[src/rtl/i2s_sample_tx.sv]
// i2s_sample_tx
//   Sink end of the SID audio output path. Holds one pending signed 16-bit
//   stereo sample and serialises it to an external I2S DAC, MSB first, left
//   word in slots 0..15 and right word in slots 16..31 of a 32-slot frame.
//   A one-cycle oFrame pulse on every frame load acts as the sample-rate
//   clock enable for the upstream filter chain.
//
// Parameters
//   CLK_DIV    clk cycles per BCLK half-period (>= 2).
//
// Ports
//   clk        system clock, all logic on posedge
//   rstn       synchronous active-low reset
//   iLeft      signed left sample
//   iRight     signed right sample
//   iValid     one-cycle capture strobe for iLeft/iRight
//   oFrame     one-cycle pulse on each frame load (sample request)
//   oBclk      I2S bit clock
//   oLrclk     I2S word select, 0 = left
//   oSdata     I2S serial data, MSB first
//   oUnderrun  one-cycle pulse: a frame loaded with no new sample
//   oOverrun   one-cycle pulse: a pending sample was overwritten unconsumed
//
// Configuration macro
//   I2S_LEFT_JUSTIFIED_EN  when defined, word select changes together with
//                          the MSB (left-justified) instead of one BCLK early.

module i2s_sample_tx #(
  parameter int CLK_DIV = 4
) (
  input  logic        clk,
  input  logic        rstn,
  input  logic [15:0] iLeft,
  input  logic [15:0] iRight,
  input  logic        iValid,
  output logic        oFrame,
  output logic        oBclk,
  output logic        oLrclk,
  output logic        oSdata,
  output logic        oUnderrun,
  output logic        oOverrun
);

  localparam int          DW      = (CLK_DIV > 2) ? $clog2(CLK_DIV) : 1;
  localparam logic [DW-1:0] DIV_MAX = DW'(CLK_DIV - 1);
  localparam logic [DW-1:0] DIV_ONE = DW'(1);

  logic [DW-1:0] div_q,       div_d;
  logic          bclk_q,      bclk_d;
  logic [4:0]    slot_q,      slot_d;
  logic [31:0]   shift_q,     shift_d;
  logic [31:0]   last_q,      last_d;
  logic [15:0]   pendL_q,     pendL_d;
  logic [15:0]   pendR_q,     pendR_d;
  logic          pendValid_q, pendValid_d;
  logic          lrclk_q,     lrclk_d;
  logic          sdata_q,     sdata_d;
  logic          frame_q,     frame_d;
  logic          underrun_q,  underrun_d;
  logic          overrun_q,   overrun_d;

  logic          divWrap;
  logic          fallEv;
  logic          loadEv;
  logic [4:0]    slotNext;
  logic          lrNext;
  logic [31:0]   loadWord;

  // Word select for the slot being entered. Standard I2S leads the data by
  // one BCLK, so it looks one slot ahead.
`ifdef I2S_LEFT_JUSTIFIED_EN
  assign lrNext = slotNext[4];
`else
  logic [4:0] slotAhead;
  assign slotAhead = slotNext + 5'd1;
  assign lrNext    = slotAhead[4];
`endif

  assign divWrap  = (div_q == DIV_MAX);
  assign fallEv   = divWrap & bclk_q;
  assign slotNext = slot_q + 5'd1;
  assign loadEv   = fallEv & (slotNext == 5'd0);
  // With nothing pending, the previous word is repeated rather than muting.
  assign loadWord = pendValid_q ? {pendL_q, pendR_q} : last_q;

  // Next-state logic: BCLK divider, slot/shift sequencing, frame load and
  // sample capture. Capture coincident with a load lands in the freshly
  // emptied holding register, so it is not an overrun.
  always_comb begin
    div_d       = div_q + DIV_ONE;
    bclk_d      = bclk_q;
    slot_d      = slot_q;
    shift_d     = shift_q;
    last_d      = last_q;
    pendL_d     = pendL_q;
    pendR_d     = pendR_q;
    pendValid_d = pendValid_q;
    lrclk_d     = lrclk_q;
    sdata_d     = sdata_q;
    frame_d     = 1'b0;
    underrun_d  = 1'b0;
    overrun_d   = 1'b0;

    if (divWrap) begin
      div_d  = '0;
      bclk_d = ~bclk_q;
    end

    if (fallEv) begin
      slot_d  = slotNext;
      lrclk_d = lrNext;
      if (loadEv) begin
        // The loaded MSB bypasses straight to the output for slot 0.
        shift_d     = loadWord;
        last_d      = loadWord;
        sdata_d     = loadWord[31];
        frame_d     = 1'b1;
        underrun_d  = ~pendValid_q;
        pendValid_d = 1'b0;
      end else begin
        shift_d = {shift_q[30:0], 1'b0};
        sdata_d = shift_q[30];
      end
    end

    if (iValid) begin
      pendL_d     = iLeft;
      pendR_d     = iRight;
      pendValid_d = 1'b1;
      overrun_d   = pendValid_q & ~loadEv;
    end
  end

  // State register with synchronous active-low reset; reset aborts any
  // frame in progress and clears both the pending and last-sent words.
  always_ff @(posedge clk) begin
    if (!rstn) begin
      div_q       <= '0;
      bclk_q      <= 1'b0;
      slot_q      <= 5'd31;
      shift_q     <= '0;
      last_q      <= '0;
      pendL_q     <= '0;
      pendR_q     <= '0;
      pendValid_q <= 1'b0;
      lrclk_q     <= 1'b0;
      sdata_q     <= 1'b0;
      frame_q     <= 1'b0;
      underrun_q  <= 1'b0;
      overrun_q   <= 1'b0;
    end else begin
      div_q       <= div_d;
      bclk_q      <= bclk_d;
      slot_q      <= slot_d;
      shift_q     <= shift_d;
      last_q      <= last_d;
      pendL_q     <= pendL_d;
      pendR_q     <= pendR_d;
      pendValid_q <= pendValid_d;
      lrclk_q     <= lrclk_d;
      sdata_q     <= sdata_d;
      frame_q     <= frame_d;
      underrun_q  <= underrun_d;
      overrun_q   <= overrun_d;
    end
  end

  assign oFrame    = frame_q;
  assign oBclk     = bclk_q;
  assign oLrclk    = lrclk_q;
  assign oSdata    = sdata_q;
  assign oUnderrun = underrun_q;
  assign oOverrun  = overrun_q;

endmodule

[config.mk]
export PLATFORM = sky130hd
export DESIGN_NAME = i2s_sample_tx
export DESIGN_NICKNAME = d
export VERILOG_FILES = /design/src/rtl/i2s_sample_tx.sv
export SDC_FILE = /design/constraint.sdc
export NUM_CORES = 1
export LEC_CHECK = 0
export ABC_CLOCK_PERIOD_IN_PS = 2500
export CORE_AREA = 2 2 136 72
export CTS_CLUSTER_SIZE = 12
export DETAILED_ROUTE_END_ITERATION = 8
export DIE_AREA = 0 0 138 74
export PLACE_DENSITY = 0.75
export SETUP_SLACK_MARGIN = 0.5
export SYNTH_ARGS = -nofsm -noshare
export SYNTH_HDL_FRONTEND = slang
export SYNTH_SLANG_ARGS = --single-unit
[constraint.sdc]
create_clock -name clk -period 2.5 [get_ports clk]
set_input_delay 0.25 -clock clk [delete_from_list [all_inputs] [get_ports clk]]
set_output_delay 0.25 -clock clk [all_outputs]
set_load 0.005 [all_outputs]
==> out/results.md, run 1 <==
Layout
- 2188 um^2 — area taken by flip-flops and latches
- 699 — fillers
- 2542 um^2 — area occupied by multi-input gates
- 5984 um^2 — final standard cell area without fillers
- 0.1418 — share of cells above drive strength 1
- 24.30% — Syn-to-layout area delta
- 0 — total inserted antenna cells
- 563 — number of nets in the layout

Worst hold path
- input port to register — Worst Hold Class
- iValid — hold_sp
- 3 — Hold Path Stages
- pendR_q[2]$_SDFFE_PN0P_ — end of the worst hold path

Global routing
- 0 — initial antenna violation count
- 3393 — vias in the first global route
- 0.2128 — overall global routing resource usage
- 76 — pin count of the biggest net entering global routing
- 17.32 mm — first-pass GRT wire length
- 0 — total congestion overflow after global routing

Critical path
- sky130_fd_sc_hd__buf_6 — cell occurring most often along the worst timing path
- register — Crit. End Element
- sky130_fd_sc_hd__or3b_4 — cell type of the slowest stage on the worst timing path
- 0.52 ns — flop-to-flop setup slack
- 10 — FF-to-FF path depth
- slot_q[1]$_SDFFE_PN1P_ — reg-to-reg critical path startpoint
- 2.25 ns — arrival time at the worst endpoint
- register — critical path startpoint category
- register to register — WS Path Type
- shift_q[11]$_SDFFE_PN0P_ — destination of the worst register-to-register timing path
- 0.40 ns — highest cell delay on the worst timing path
- buf_6, ha_4, or3b_4, buf_6, o21ai_4, buf_6, clkbuf_16, clkbuf_16, o2111ai_1, o221ai_1 — CP cell instances
- 5 — CP Max Fanout
- 2.77 ns — required time reported for the critical path endpoint

Pwr
- 2.381 nW — Leakage
- 619.1 nW/um^2 — PD cells
- 0.2326 — Switching Fraction
- 0.0008620 W — reported net switching power
- 0.002843 W — Internal Pwr Total
- 0.488 — part of the power in registers
- 0.0004070 V — Max VDD drop
- 0.416 — clock network fraction of total power
- 0.096 — power share of the combinational group

CTS
- 9 — clock buffers created by TritonCTS
- 0.35 ns — later-pin clock latency in the skew report
- 3 — CTS H-Tree Depth
- 2 — maximum clock path buffer count
- sky130_fd_sc_hd__clkbuf_16 — cell chosen for the clock root
- 109 — total clock sinks
- done — clock tree from TritonCTS
- 0.07 ns — Clock transition at path regs

Yosys
- 41 — Yosys cell types
- 9.927 um^2 — synthesized area divided by synthesized cell count
- 0 — number of warnings issued by yosys
- 109 — flops & latches, synth
- 524 — post-synthesis net count
- 0.4532 — sequential cell area fraction in the yosys report
- 485 — synthesized instance count
- 4815 um^2 — Cell Area, Synth

STA
- 0.007843 ns — setup skew after layout
- 504.5 MHz — peak clock frequency supported by timing
- 0 — Final Max Tran Viols
- 0.7929 — fin crit share
- 0.7093 ns — pin slew with the least headroom to its limit
- 0.5272 — Max transition margin
- yes — setup repair after global routing missed its margin
- 0 — number of endpoints failing setup at the final stage
- 0 — Hold Vio Cnt, Final
- 1.982 ns — shortest period the worst path allows
- 0 ns — Fin Setup TNS

Routing
- 10.99 mm — detailed-route wire length
- 4.832 mm — Detail Route met2 WL
- met4 — highest metal used
- 326 — Initial DRC Count
- 0 — ANT nets after route
- 16.90 um — drt wl/cell
- 0 — count of unresolved DRC violations after routing
- 4 — drt first pass iters
- 3808 — total via count in the routed design
- 575 um — met3 wire length
- 5.417 mm — met1 routed wirelength after detailed routing
- 5.858 — Avg Vias per Cell

Die
- 0.5308 — Starting Density
- 41 — ports placed on the boundary
- 74 um — Chip Height
- 10210 um^2 — die footprint
- 138 um — overall die width
- 25 — FP Rows
- 9071 um^2 — Core Footprint

Placement
- 40 — number of buffer cells added on primary ports
- 0.7624 — Routability Congestion
- 5240 um^2 — placement-stage cell area
- 6.268 mm — half-perimeter wire length after placement

Flow run
- 0 — number of max-cap violations

Outcome
- finished, final reports clean — run status

[synth_stat cells (all sizes together)]
| library cell | number | share of area |
|---|---|---|
| nor4b | 1 | 0.0018 |
| nand3 | 39 | 0.042 |
| o211ai | 1 | 0.0016 |
| and2 | 5 | 0.0068 |
| buf | 13 | 0.023 |
| xnor2 | 1 | 0.0018 |
| nor2 | 2 | 0.0016 |
| and3 | 2 | 0.0026 |
| nor2b | 65 | 0.084 |
| a21oi | 1 | 0.0010 |
| a32oi | 1 | 0.0018 |
| or2 | 1 | 0.0013 |
| inv | 1 | 0.00078 |
| o311ai | 15 | 0.027 |
| or3b | 1 | 0.0018 |
| o221ai | 16 | 0.029 |
| ha | 4 | 0.010 |
| o211a | 1 | 0.0021 |
| o2111ai | 31 | 0.056 |
| dfxtp | 109 | 0.45 |
| xor2 | 2 | 0.0036 |
| or3 | 3 | 0.0052 |
| and3b | 1 | 0.0018 |
| nand2 | 27 | 0.021 |
| o22a | 1 | 0.0018 |
| o21ai | 6 | 0.0070 |
| mux2i | 64 | 0.13 |
| a211o | 1 | 0.0018 |
| a22oi | 1 | 0.0016 |
| nor3b | 3 | 0.0047 |
| nand2b | 31 | 0.040 |
| clkbuf | 35 | 0.027 |
[cell usage in the layout (no fill, tap or decap), drive strengths merged, types with 2 or more instances in the layout]
cell / count
o2111ai: 31
o21ai: 7
nor2: 2
and2: 5
clkbuf: 14
o221ai: 16
xor2: 2
nor2b: 65
clkdlybuf4s50: 38
nand2b: 31
bufinv: 2
or3: 3
dfxtp: 109
mux2i: 64
clkinv: 2
buf: 29
nand2: 27
and3: 2
clkinvlp: 3
ha: 4
nor3b: 3
o311ai: 15
nand3: 39
o22a: 4
[worst max-delay path by stage]
stage	end	from	cells past startpoint
floorplan	last_q[10]$_SDFFE_PN0P_	slot_q[0]$_SDFFE_PN1P_	8
global placement	last_q[8]$_SDFFE_PN0P_	slot_q[0]$_SDFFE_PN1P_	6
detailed placement	last_q[29]$_SDFFE_PN0P_	slot_q[0]$_SDFFE_PN1P_	6
CTS	last_q[7]$_SDFFE_PN0P_	div_q[0]$_SDFF_PP0_	6
global route	shift_q[11]$_SDFFE_PN0P_	slot_q[1]$_SDFFE_PN1P_	10
finish	shift_q[11]$_SDFFE_PN0P_	slot_q[1]$_SDFFE_PN1P_	10
[cell families (layout without fill, tap and decap cells)]
| kind of cell | count (synthesis) | count (layout) | synth area share |
|---|---|---|---|
| AOI/OAI and AO/OA | 75 | 79 | 0.1315 |
| xor gates and xnor gates | 3 | 3 | 0.005458 |
| adders and majority gates | 4 | 4 | 0.01040 |
| buffers and inverters | 49 | 89 | 0.05146 |
| DFF | 109 | 109 | 0.4532 |
| muxes | 64 | 64 | 0.1331 |
| and+or+nand+nor | 181 | 181 | 0.2149 |
[cell type report]
type | instances | area share
Clock buffer | 9 | 0.03763
Clock inverter | 7 | 0.01673
Inverter | 1 | 0.0006272
Multi-Input combinational cell | 331 | 0.4248
Sequential cell | 109 | 0.3657
Tap cell | 121 | 0.02530
Timing Repair Buffer | 72 | 0.1292
[critical path: cells and delay by family (launching register included)]
kind | cells | cell delay, ns
and+or+nand+nor | 1 | 0.40
DFF | 1 | 0.35
buffers and inverters | 5 | 0.63
AOI/OAI and AO/OA | 3 | 0.38
adders and majority gates | 1 | 0.13
[timing repair]
action / 4_1_cts / 5_1_grt
hold buffers: 0 / 0
gates resized for setup: 12 / 24
endpoints found under the hold margin: 0 / 0
setup buffers: 4 / 9
cloned: 4 / 5
pin swaps: 3 / 9
setup endpoints to repair: 67 / 66
[per-stage QoR]
| stage | total power (W) | hold WS, ns | util | setup slack [ns] | cells |
|---|---|---|---|---|---|
| after global routing | 0.003834 | 0.3047 | 0.6597 | 0.4342 | 650 |
| after detailed placement | 0.002137 | 0.4272 | 0.5777 | 0.001366 | 612 |
| final | 0.003705 | 0.2839 | 0.6597 | 0.5178 | 650 |
| after global placement | 0.002124 | 0.4110 | 0.5777 | 0.07677 | 612 |
| after floorplan | 0.002027 | 0.4033 | - | 0.5982 | 485 |
| after CTS | 0.003675 | 0.2848 | 0.6280 | 0.4875 | 636 |
[metal layers]
layer / up-vias / GRT usage
met1: 1842 / 0.3008
met4: 0 / 0.06122
met3: 16 / 0.05795
met5: - / 0
li1: 1846 / -
met2: 104 / 0.3251
[power groups by stage]
stage | clock network, W | registers, W | logic (W)
6_report | 0.00154 | 0.00181 | 0.000356
5_1_grt | 0.00164 | 0.00181 | 0.000386
4_1_cts | 0.00156 | 0.00181 | 0.000304
3_5_place_dp | 0 | 0.00185 | 0.000289
3_3_place_gp | 0 | 0.00185 | 0.000279
2_1_floorplan | 0 | 0.00184 | 0.000191
[flip-flops by register name, indices dropped and copies added (netlist names)]
signal / flops
oOverrun: 1
last_q: 32
div_q: 2
oBclk: 1
pendValid_q: 1
shift_q: 31
oLrclk: 1
oSdata: 1
oFrame: 1
pendR_q: 16
slot_q: 5
oUnderrun: 1
pendL_q: 16
(Power assumes the default switching activity.)
==> inputs of run 2 (changes only) <==
--- a/config.mk
+++ b/config.mk
@@ -5,7 +5,7 @@
 export SDC_FILE = /design/constraint.sdc
 export NUM_CORES = 1
 export LEC_CHECK = 0
-export ABC_CLOCK_PERIOD_IN_PS = 2500
+export ABC_CLOCK_PERIOD_IN_PS = 1850
 export CORE_AREA = 2 2 136 72
 export CTS_CLUSTER_SIZE = 12
 export DETAILED_ROUTE_END_ITERATION = 8
==> constraint.sdc (replaced) <==
create_clock -name clk -period 1.85 [get_ports clk]
set_input_delay 0.185 -clock clk [delete_from_list [all_inputs] [get_ports clk]]
set_output_delay 0.185 -clock clk [all_outputs]
set_load 0.005 [all_outputs]
==> run 2 against run 1 <==
  * The run now ends with setup timing left
  * Routed wire length grew 8.0%
  * Worst hold slack better by 0.0074 ns
  * Clock power up 19%
  * Die area unchanged
  * Sequential share of layout area shrank 2.2 points
  * Sequential power increased by 35%
  * Clock skew is 0.0022 ns lower
  * Clock-buffer cell count grew 3
  * Combinational power grew 53%
  * Critical endpoint is now last_q[24]$_SDFFE_PN0P_
==> out/results.md, run 2 (synthesis gave the netlist of run 1 again) <==
Critical path
- register — Crit. End Element
- -0.17 ns — flop-to-flop setup slack, -0.69 ns
- 5 — CP Max Fanout, unchanged
- register to register — WS Path Type
- 2.24 ns — arrival time at the worst endpoint, about the same
- last_q[24]$_SDFFE_PN0P_ — destination of the worst register-to-register timing path
- slot_q[1]$_SDFFE_PN1P_ — reg-to-reg critical path startpoint
- 7 — FF-to-FF path depth, -3
- register — critical path startpoint category
- 2.08 ns — required time reported for the critical path endpoint, -0.69 ns

Die
- 10210 um^2 — die footprint, unchanged
- 9071 um^2 — Core Footprint, unchanged
- 41 — ports placed on the boundary, unchanged
- 25 — FP Rows, unchanged
- 138 um — overall die width, unchanged
- 74 um — Chip Height, unchanged
- 0.5308 — Starting Density, unchanged

Routing
- 0 — ANT nets after route, unchanged
- 11.87 mm — detailed-route wire length, +8.0%
- 3842 — total via count in the routed design, +0.89%
- 0 — count of unresolved DRC violations after routing, unchanged
- 5 — drt first pass iters, +1
- 320 — Initial DRC Count, -1.8%
- 5.911 — Avg Vias per Cell, +0.89%
- 18.26 um — drt wl/cell, +8.0%

CTS
- sky130_fd_sc_hd__clkbuf_16 — cell chosen for the clock root
- 0 — Post-CTS Hold Fix Bufs, unchanged
- 9 — clock buffers created by TritonCTS, unchanged
- done — clock tree from TritonCTS
- 2 — maximum clock path buffer count, unchanged
- 0.07 ns — Clock transition at path regs, about the same
- 3 — CTS H-Tree Depth, unchanged
- 109 — total clock sinks, unchanged
- 0.35 ns — later-pin clock latency in the skew report, about the same

Worst hold path
- slot_q[2]$_SDFFE_PN1P_ — end of the worst hold path
- 3 — Hold Path Stages, unchanged
- input port to register — Worst Hold Class
- rstn — hold_sp

Flow run
- 0 — number of max-cap violations, unchanged

Global routing
- 18.38 mm — first-pass GRT wire length, +6.1%
- 75 — pin count of the biggest net entering global routing, -1.3%
- 3700 — vias in the first global route, +9.0%
- 0.2269 — overall global routing resource usage, +0.01408
- 0 — initial antenna violation count, unchanged
- 0 — total congestion overflow after global routing, unchanged

Pwr
- 757.2 nW/um^2 — PD cells, +22%
- 0.003668 W — Internal Pwr Total, +29%
- 0.2417 — Switching Fraction, +0.009054
- 2.574 nW — Leakage, +8.1%
- 0.001169 W — reported net switching power, +36%
- 0.113 — power share of the combinational group, +0.017
- 0.0005473 V — Max VDD drop, +34%
- 0.004837 W — post-layout total power, +31%
- 0.507 — part of the power in registers, +0.019
- 0.380 — clock network fraction of total power, -0.036

Outcome
- setup timing — violated checks
- complete, but fails checks — run status

STA
- 0.5130 ns — pin slew with the least headroom to its limit, -0.1962 ns
- yes — setup repair after global routing missed its margin
- 0.6580 — Max transition margin, +0.1308
- 50 — number of endpoints failing setup at the final stage, +50
- 2.019 ns — shortest period the worst path allows, +0.03676 ns
- 1.091 — fin crit share, +0.2984
- 0.005617 ns — setup skew after layout, -0.002225 ns
- 0 — Hold Vio Cnt, Final, unchanged
- 495.3 MHz — peak clock frequency supported by timing, -1.8%
- 0 — Final Max Tran Viols, unchanged
- -0.1689 ns — final worst slack, -0.6868 ns

Layout
- 650 — fillers, -7.0%
- 32 — Largest register FFs, unchanged
- 0 — total inserted antenna cells, unchanged
- last_q x32, shift_q x31 — biggest regs
- last_q — register bank with the most flops
- 0.2042 — share of cells above drive strength 1, +0.06238
- 0.7043 — utilization after layout, +0.04455
- 564 — number of nets in the layout, +0.18%
- sky130_fd_sc_hd__dfxtp_1 — most common cell after layout, fill and taps aside
- 102 x sky130_fd_sc_hd__dfxtp_1, 65 x sky130_fd_sc_hd__nor2b_1, 62 x sky130_fd_sc_hd__mux2i_1 — commonest cells after routing, fill and taps aside
- 32.69% — Syn-to-layout area delta

Placement
- 0.7540 — Routability Congestion, -1.1%
- 40 — number of buffer cells added on primary ports, unchanged
- 6.252 mm — half-perimeter wire length after placement, -0.26%

==> run 2: changes by cell type in the layout (fill, tap and decap cells not counted), sizes merged, moves of 3 or more <==
cell           before  now
clkbuf             14   18
dlygate4sd2         0    4
o22a                4    1
clkdlybuf4s50      38   32
buf                29   33
==> run 2: final cells by class <==
| type | instances | area, um^2 | share of cell area |
|---|---|---|---|
| Inverter | 1 | 3.754 | 0.0005875 |
| Tap cell | 121 | 151.4 | 0.02370 |
| Timing Repair Buffer | 77 | 1010 | 0.1580 |
| Clock inverter | 3 | 21.27 | 0.003329 |
| Sequential cell | 109 | 2198 | 0.3441 |
| Multi-Input combinational cell | 327 | 2748 | 0.4301 |
| Clock buffer | 12 | 256.5 | 0.04015 |
==> run 2: metal layers <==
metal	vias to the layer above	track usage	wire, um
li1	1846	-	-
met1	1879	0.2937	5578
met2	107	0.3845	5543
met3	10	0.05860	646
met4	0	0.06916	100
met5	-	0	0
==> run 2: worst max path at each step <==
stage	startpoint	depth (start not counted)	end	slack [ns]
after floorplan	slot_q[0]$_SDFFE_PN1P_	8	last_q[10]$_SDFFE_PN0P_	0.06
after global placement	slot_q[1]$_SDFFE_PN1P_	7	shift_q[18]$_SDFFE_PN0P_	0.04
after detailed placement	slot_q[0]$_SDFFE_PN1P_	7	last_q[23]$_SDFFE_PN0P_	0.009
after CTS	slot_q[1]$_SDFFE_PN1P_	7	last_q[24]$_SDFFE_PN0P_	-0.03
after global routing	slot_q[1]$_SDFFE_PN1P_	7	last_q[24]$_SDFFE_PN0P_	-0.19
final	slot_q[1]$_SDFFE_PN1P_	7	last_q[24]$_SDFFE_PN0P_	-0.17
==> run 2: power groups by stage <==
stage / Clock [W] / Combinational, W / Sequential (W)
finish: 0.00184 / 0.000546 / 0.00245
global route: 0.00195 / 0.000590 / 0.00246
CTS: 0.00186 / 0.000473 / 0.00245
detailed placement: 0 / 0.000397 / 0.00250
global placement: 0 / 0.000387 / 0.00250
floorplan: 0 / 0.000267 / 0.00248
==> run 2: stage by stage <==
step	worst slack, ns	hold WS (ns)	instances	cell area (um^2)	TNS (ns)
floorplan	0.05609	0.3544	485	4886	0
global placement	0.04367	0.4565	615	5390	0
detailed placement	0.009400	0.4846	615	5390	0
CTS	-0.03002	0.2832	643	6031	-0.03960
global route	-0.1938	0.3039	650	6389	-5.342
finish	-0.1689	0.2913	650	6389	-1.875
==> run 2: critical path, cell delays in order (launching register included) <==
cell                      delay (ns)
sky130_fd_sc_hd__dfxtp_4        0.39
sky130_fd_sc_hd__ha_4           0.13
sky130_fd_sc_hd__or3b_1         0.36
sky130_fd_sc_hd__or2_1          0.24
sky130_fd_sc_hd__o22a_4         0.27
sky130_fd_sc_hd__buf_12         0.17
sky130_fd_sc_hd__mux2i_1        0.23
sky130_fd_sc_hd__nor2b_1        0.11
==> run 2: what timing repair did <==
item / in CTS / in global routing
resized for setup: 46 / 38
cloned: 5 / 6
endpoints found under the setup margin: 75 / 74
buffers inserted: 8 / 1
pin swaps: 4 / 4
